===== src/rtl/fetch_unit_pkg.sv =====
// fetch_unit_pkg: shared types and defaults for the instruction fetch unit.
// Revision: 1.0
`default_nettype none

package fetch_unit_pkg;

  typedef logic [31:0] word_t;
  typedef logic [31:0] addr_t;

  typedef enum logic [1:0] {
    IDLE  = 2'd0,
    FETCH = 2'd1,
    DROP  = 2'd2
  } state_e;

  localparam addr_t C_RESET_PC = 32'h0000_0000;

endpackage

`default_nettype wire


===== src/rtl/fetch_fifo.sv =====
// fetch_fifo: DEPTH-entry instruction buffer of {pc, instr} with push/pop/flush and count.
// Revision: 1.0
`default_nettype none

module fetch_fifo
  import fetch_unit_pkg::*;
#(
  parameter int    DEPTH    = 2,
  parameter addr_t RESET_PC = C_RESET_PC
) (
  input  logic                     clk,
  input  logic                     rst_n,
  input  logic                     i_flush,
  input  logic                     i_push,
  input  logic [31:0]              i_push_pc,
  input  logic [31:0]              i_push_data,
  input  logic                     i_pop,
  output logic [31:0]              o_head_pc,
  output logic [31:0]              o_head_data,
  output logic [$clog2(DEPTH):0]   o_count
);

  localparam int AW = $clog2(DEPTH);
  localparam int CW = AW + 1;

  addr_t           r_pc   [DEPTH];
  word_t           r_data [DEPTH];
  logic [AW-1:0]   r_rd;
  logic [AW-1:0]   r_wr;
  logic [CW-1:0]   r_count;

  // Storage is reset so the head reads {RESET_PC, 0} straight out of reset.
  always_ff @(posedge clk) begin
    if (!rst_n) begin
      r_rd    <= '0;
      r_wr    <= '0;
      r_count <= '0;
      for (int i = 0; i < DEPTH; i++) begin
        r_pc[i]   <= RESET_PC;
        r_data[i] <= '0;
      end
    end else if (i_flush) begin
      r_rd    <= '0;
      r_wr    <= '0;
      r_count <= '0;
    end else begin
      if (i_push) begin
        r_pc[r_wr]   <= i_push_pc;
        r_data[r_wr] <= i_push_data;
        r_wr         <= r_wr + AW'(1);
      end
      if (i_pop) begin
        r_rd <= r_rd + AW'(1);
      end
      r_count <= r_count + CW'(i_push) - CW'(i_pop);
    end
  end

  assign o_head_pc   = r_pc[r_rd];
  assign o_head_data = r_data[r_rd];
  assign o_count     = r_count;

endmodule

`default_nettype wire


===== src/rtl/fetch_unit.sv =====
// fetch_unit: single-outstanding instruction fetcher with buffered decode handoff and redirect flush.
// Optional macro FETCH_PERF_EN adds perf_delivered / perf_flushed counters. Revision: 1.0
`default_nettype none

module fetch_unit
  import fetch_unit_pkg::*;
#(
  parameter addr_t RESET_PC = C_RESET_PC,
  parameter int    DEPTH    = 2
) (
  input  logic        clk,
  input  logic        rst_n,
  output logic        imem_req,
  output logic [31:0] imem_addr,
  input  logic [31:0] imem_rdata,
  input  logic        redirect_valid,
  input  logic [31:0] redirect_pc,
  output logic        inst_valid,
  input  logic        inst_ready,
  output logic [31:0] inst_data,
  output logic [31:0] inst_pc,
  output logic [31:0] inst_pc4
`ifdef FETCH_PERF_EN
  ,
  output logic [31:0] perf_delivered,
  output logic [31:0] perf_flushed
`endif
);

  localparam int CW = $clog2(DEPTH) + 1;

  state_e         r_state;
  state_e         w_state_nxt;
  addr_t          r_fetch_pc;
  addr_t          w_fetch_pc_nxt;
  logic           r_pend;
  addr_t          r_pend_pc;
  logic [CW-1:0]  w_count;
  logic [CW:0]    w_occ;
  logic           w_pop;
  logic           w_push;
  logic           w_req;
  logic           w_unused_bits;

  assign w_unused_bits = ^redirect_pc[1:0];

  assign w_pop = inst_valid && inst_ready;

  // Occupancy after this cycle's transfer, so a steady stream needs no bubbles.
  assign w_occ = {1'b0, w_count} - {{CW{1'b0}}, w_pop} + {{CW{1'b0}}, r_pend};

  assign w_req  = rst_n && (r_state == FETCH) && !redirect_valid &&
                  (w_occ < (CW+1)'(DEPTH));
  assign w_push = r_pend && !redirect_valid;

  always_comb begin
    w_state_nxt    = FETCH;
    w_fetch_pc_nxt = r_fetch_pc;
    if (w_req) begin
      w_fetch_pc_nxt = r_fetch_pc + 32'd4;
    end
    if (redirect_valid) begin
      w_state_nxt    = DROP;
      w_fetch_pc_nxt = {redirect_pc[31:2], 2'b00};
    end
  end

  always_ff @(posedge clk) begin
    if (!rst_n) begin
      r_state    <= IDLE;
      r_fetch_pc <= RESET_PC;
      r_pend     <= 1'b0;
      r_pend_pc  <= RESET_PC;
    end else begin
      r_state    <= w_state_nxt;
      r_fetch_pc <= w_fetch_pc_nxt;
      r_pend     <= w_req;
      if (w_req) begin
        r_pend_pc <= r_fetch_pc;
      end
    end
  end

  fetch_fifo #(
    .DEPTH    (DEPTH),
    .RESET_PC (RESET_PC)
  ) u_fifo (
    .clk         (clk),
    .rst_n       (rst_n),
    .i_flush     (redirect_valid),
    .i_push      (w_push),
    .i_push_pc   (r_pend_pc),
    .i_push_data (imem_rdata),
    .i_pop       (w_pop),
    .o_head_pc   (inst_pc),
    .o_head_data (inst_data),
    .o_count     (w_count)
  );

  assign imem_req   = w_req;
  assign imem_addr  = {2'b00, r_fetch_pc[31:2]};
  assign inst_valid = (w_count != '0);
  assign inst_pc4   = inst_pc + 32'd4;

`ifdef FETCH_PERF_EN
  logic [31:0] r_perf_delivered;
  logic [31:0] r_perf_flushed;
  logic [31:0] w_flush_n;

  // Entries lost to a redirect: what remains after the transfer plus the response in flight.
  assign w_flush_n = 32'(w_count) - 32'(w_pop) + 32'(r_pend);

  always_ff @(posedge clk) begin
    if (!rst_n) begin
      r_perf_delivered <= '0;
      r_perf_flushed   <= '0;
    end else begin
      if (w_pop) begin
        r_perf_delivered <= r_perf_delivered + 32'd1;
      end
      if (redirect_valid) begin
        r_perf_flushed <= r_perf_flushed + w_flush_n;
      end
    end
  end

  assign perf_delivered = r_perf_delivered;
  assign perf_flushed   = r_perf_flushed;
`endif

endmodule

`default_nettype wire


===== config.mk =====
export PLATFORM = sky130hd
export DESIGN_NAME = fetch_unit
export DESIGN_NICKNAME = d
export VERILOG_FILES = /design/src/rtl/fetch_unit_pkg.sv /design/src/rtl/fetch_fifo.sv /design/src/rtl/fetch_unit.sv
export SDC_FILE = /design/constraint.sdc
export NUM_CORES = 1
export LEC_CHECK = 0
export CAP_MARGIN = 25
export CORE_MARGIN = 3
export CORE_UTILIZATION = 51
export CTS_CLUSTER_SIZE = 25
export DETAILED_ROUTE_END_ITERATION = 7
export PLACE_DENSITY = 0.76
export SLEW_MARGIN = 20
export SYNTH_ARGS = -nofsm -noshare
export SYNTH_HDL_FRONTEND = slang
export SYNTH_SLANG_ARGS = --single-unit

===== constraint.sdc =====
create_clock -name clk -period 10.5 [get_ports clk]
set_clock_uncertainty 0.05 [all_clocks]
set_input_delay 3.15 -clock clk [delete_from_list [all_inputs] [get_ports clk]]
set_output_delay 3.15 -clock clk [all_outputs]
set_load 0.05 [all_outputs]

Word-level counts from Yosys, hierarchy flattened --
Memories as Yosys holds them, arrays and structs flattened. A register that Yosys moved wholly into a read port is not among the register bits. Index checks and enable logic that the tools add are counted.
Storage, ports and cells: memories 2, bits in read-only memories 0, latch bits 0, bits in registers 71, memory bits (writable) 128
Cells by class: bitwise gates (word level) 1, div/mod/pow operators 0, $add $sub $neg 8, multiplexer cells 18, magnitude comparators 1, $mul 0, eq/ne operators 1, shifts and indexed selects 0, reduce and logical (&&, ||, !) cells 11
Memories:
- u_fifo.r_data | depth 2, bits a word 32, read ports 1, clocked after memory_dff 1, write ports 2, line fetch_fifo.sv:27 | word_t r_data [DEPTH];
- u_fifo.r_pc | depth 2, bits a word 32, read ports 1, clocked after memory_dff 1, write ports 2, line fetch_fifo.sv:26 | addr_t r_pc [DEPTH];
Operators by type and width (number):
- $mux 32 | 4
- $add 32x3->32 const B | 2
- $reduce_or 32->1 | 2
- $mux 1 | 13
- $logic_and 1x1->1 | 5
- $reduce_bool 2->1 | 2
- $add 3x1->3 | 1
- $lt 3x2->1 const B | 1
- $sub 2x1->3 | 1
- $add 1x1->1 const B | 2
- $add 2x1->2 | 1
- $eq 2x1->1 const B | 1
- $mux 2 | 1
- $reduce_or 2->1 | 1
- $sub 2x1->2 | 1
- $logic_not 1->1 | 1
- $not 1->1 | 1

Longest topological paths before layout --
depth after elaboration 8, depth in mapped cells 11

Modules after synthesis --
A second synthesis with hierarchy kept.
Second synthesis, totals: cell total of the unflattened synthesis 811, area total of the unflattened synthesis 9455.3 um2
Modules (own cells, without submodules):
- fetch_fifo | instances 1, cells an instance 380, area an instance 5895.7 um2, seq. area each 3943.8 um2
- fetch_unit | instances 1, cells an instance 431, area an instance 3559.7 um2, seq. area each 1261.2 um2

Worst setup path after synthesis --
Ideal clock, no wire load.
kind input-to-reg, from input port redirect_valid, to memory u_fifo.r_data[0][0] in the netlist's numbering (enable), arrival 8046 ps, library setup time 568 ps, path slack 1837 ps, required time 9882 ps, stages on the path 4, cell sequence buf_6 > clkbuf_1 > clkbuf_1 > o21ai_0
RTL lines:
- start: declaration | line fetch_unit.sv:16 | input logic redirect_valid,
- end: declaration | line fetch_fifo.sv:27

Worst setup path after layout --
from input port inst_ready, to output port imem_req
Between the ends: cells in the longest elaborated chain, start to end 5
Ends and longest elaborated chain:
- start: declaration | line fetch_unit.sv:19 | input logic inst_ready,
- $logic_and 1x1->1 | line fetch_unit.sv:47 | assign w_pop = inst_valid && inst_ready;
- $sub 2x1->3 | line fetch_unit.sv:50 | assign w_occ = {1'b0, w_count} - {{CW{1'b0}}, w_pop} + {{CW{1'b0}}, r_pend};
- $add 3x1->3 | line fetch_unit.sv:50
- $lt 3x2->1 | line fetch_unit.sv:53 | (w_occ < (CW+1)'(DEPTH));
- $logic_and 1x1->1 | line fetch_unit.sv:52 | assign w_req = rst_n && (r_state == FETCH) && !redirect_valid &&
- end: declaration | line fetch_unit.sv:13 | output logic imem_req,
No other way between the ends.

==> flow_summary.yaml <==
setup_path:
  endpoint_kind: "output pin"
  critPathMaxStageDelay_ps: 800
  critPathLaunchType: "input pin"
  rrSetupSlack_ps: 6830
  crit_required_ps: 7300
  worstRegToRegCells: 10
  crit_fanout: 51
  path_cells: "clkdlybuf4s50_1, and3b_1, o21ai_0, fa_1, xor2_1, or4_4, clkinv_4, clkdlybuf4s50_1"
  r2r-end: "r_fetch_pc[17]"
  reg2reg_from: "u_fifo.o_count[1]"
  crit_slowest_cell: "clkdlybuf4s50_1"
  crit_top_cell: "clkdlybuf4s50_1"
  path_class: "in -> out"
  arrival_ps: 6230
sta:
  drv_slew: 0
  fin_crit_sh: 0.898
  max-slew-margin-rel: 0.382
  maxClockFrequency_ghz: 0.106
  hold_violations: 0
  holdWs_ps: 410
  worstMarginPinSlew_ps: 926
  setup_viol: 0
  finalCriticalPeriod_ps: 9430
  final.setup.tns_ps: 0
  rsz0062_at_grt: "no"
global_route:
  grt_pass1_wl_um: 33600
  grt_max_degree: 64
  grt_antenna_before_repair: 0
  grt_pass1_vias: 6581
  grt.total_usage: 0.212
  grt_overflow: 0
logic_synthesis:
  synth_edf_count: 124
  ys_ff_latch: 192
  synth_cells: 855
  synth_cell_types: 61
  ys.flop_type: "edfxtp_1"
  mappedNetlistArea_mm2: 0.00925
  ys.warnings.count: 0
  synthArstFlopShare: 0
  yosysSeqAreaShare: 0.550
  avgSynthCellArea_um2: 10.8
hold_path:
  hold_depth: 2
  hold_path_end: "r_pend_pc[23]"
  hp-start: "r_pend_pc[23]"
  hold_class: "reg -> reg"
clocking:
  cts.repair.resized: 0
  cts_max_path_buffers: 2
  cts_htree_levels: 4
  cts-root-buf: "clkbuf_16"
  cts_buffers: 17
  clk_pin_slew_ps: 70
  cts_tree: "built"
  cts_setup_buffers: 0
  worstSkewPairLatency_ps: 430
  hold_buffers: 0
  clock_sinks: 192
run:
  maxCapViolations: 0
placement:
  place_inst: 1223
  place_congestion: 0.864
  post-dp-hpwl_um: 13900
  portBuffers: 189
  placed_area_mm2: 0.0112
detailed_routing:
  drt-initial-drc-count: 360
  drt-pass1-iter-count: 7
  drt-total-wl_um: 21100
  dr_total_vias: 6805
  ant_nets: 0
  wl_per_cell_um: 16.8
  viasPerCell: 5.42
  drc: 0
run_status:
  status: "finished clean"
die:
  fp.dieH_um: 141
  start_util: 0.528
  io_pins: 198
  die_x_um: 141
  num_rows: 48
  coreArea_mm2: 0.0175
  dieArea_mm2: 0.0198
cells_and_area:
  instances_no_fill: 1256
  postLayoutCoreUtil: 0.674
  drive_above_1_share: 0.113
  seq_area_mm2: 0.00509
  layout.nets: 1090
  finalInstanceArea_mm2: 0.0118
  n_antenna_cell: 0
  multi_input_area_mm2: 0.00388
  n_fill_cell: 1367
  syn_to_final_growth_pct: 27.7
pwr:
  leakagePower_nw: 4.26
  p_per_area_mw_per_mm2: 142
  vdd_drop_max_uv: 124
flip-flops by register name, indices dropped and copies added, names as in the netlist, named ones only:
name,flops
u_fifo.r_data,64
r_pend,1
r_pend_pc,30
u_fifo.o_count,2
u_fifo.r_pc,60
r_fetch_pc,30
r_state,2
u_fifo.r_rd,1
u_fifo.r_wr,1
kinds of logic (layout without fill, tap and decap cells):
family          after synthesis  count (layout)  share of synthesized area
compound gates              114             114                     0.0729
xor+xnor                     32              32                     0.0303
fa+ha+maj                     4               4                    0.00622
buf+inv                      66             237                     0.0354
flops                       192             192                      0.550
mux                          65              65                     0.0790
other cells                   1               6                   0.000405
simple gates                381             381                      0.226
report_power, final:
group          switching, mW  total (mW)  internal [mW]
logic                  0.133       0.209         0.0761
clock network          0.288       0.627          0.339
registers             0.0205       0.847          0.827
layer usage:
layer  GRT usage  up-vias  wire length (µm)  share of wire
met1       0.286     3210              9490           0.45
met5           0        -                 0              0
li1            -     3349                 -              -
met4      0.0724        0               423          0.020
met3      0.0455       24              1420          0.068
met2       0.343      222              9760           0.46
through the flow:
stage / power [mW] / setup slack [ps]
after global routing: 1.74 / 959
after global placement: 1.07 / 1090
final: 1.68 / 1070
after CTS: 1.69 / 1040
after detailed placement: 1.07 / 1040
after floorplan: 0.992 / 1840
worst max path at each step:
stage                    from                  end  slack, ps  depth (start not counted)
2_1_floorplan  redirect_valid  u_fifo.r_data[0][0]       1840                          4
3_3_place_gp       inst_ready             imem_req       1090                          8
3_5_place_dp       inst_ready             imem_req       1040                          8
4_1_cts            inst_ready             imem_req       1040                          8
5_1_grt            inst_ready             imem_req        960                          8
6_report           inst_ready             imem_req       1070                          8
cell usage after synthesis, types with 4 or more instances:
cell,n,area share
edfxtp_1,124,0.40
nand2_1,110,0.045
nand2b_1,8,0.0054
nand4b_1,5,0.0047
inv_1,8,0.0032
mux2_2,59,0.072
buf_4,7,0.0057
nor2_1,30,0.012
nor3_1,6,0.0032
dfxtp_1,68,0.15
nand3b_1,6,0.0049
clkbuf_1,33,0.013
nand4_1,17,0.011
and2_1,129,0.087
a22oi_1,6,0.0049
o21ai_0,17,0.0092
xnor2_1,16,0.015
or3_1,9,0.0061
nand3_1,27,0.015
a2bb2oi_1,4,0.0038
xor2_1,16,0.015
mux2i_1,4,0.0043
a21oi_1,54,0.029
o211ai_1,5,0.0041
buf_2,11,0.0060
a31oi_1,15,0.010
and3_1,10,0.0068
area by class of cell:
class                           count  share of cell area
Tap cell                          225              0.0238
Timing Repair Buffer              195               0.165
Multi-Input combinational cell    602               0.329
Clock inverter                     12              0.0105
Clock buffer                       20              0.0378
Inverter                           10             0.00360
Sequential cell                   192               0.431
critical path: cells and delay by family:
kind | cells | cell delay (ps)
buffers and inverters | 3 | 1410
AND/OR/NAND/NOR | 2 | 980
adder cells (fa/ha/maj) | 1 | 400
XOR/XNOR | 1 | 160
AO/OA/AOI/OAI | 1 | 120
layout by cell type (no fill, tap or decap), types with 3 or more instances in the layout:
cell type        instances
a21oi_1                 54
nand4_1                 17
nand3b_1                 6
nand3_1                 27
and3_1                   9
o211ai_1                 5
buf_4                    5
clkinvlp_4               4
a2bb2oi_1                4
a31oi_1                 15
nor2_1                  29
dfxtp_1                 67
and2_1                 129
a22oi_1                  6
clkdlybuf4s50_1        189
nand2b_1                 7
or3_1                    9
clkbuf_16               17
mux2_2                  59
o21ai_0                 16
conb_1                   6
nor3_1                   6
mux2i_1                  4
nand4b_1                 5
nand3_2                  3
edfxtp_1               124
inv_6                    5
inv_1                    8
nor3b_1                  3
xor2_1                  16
nor2b_1                  3
ha_1                     3
nand2_1                110
xnor2_1                 16
No activity file was read; power rests on OpenSTA's default activity.
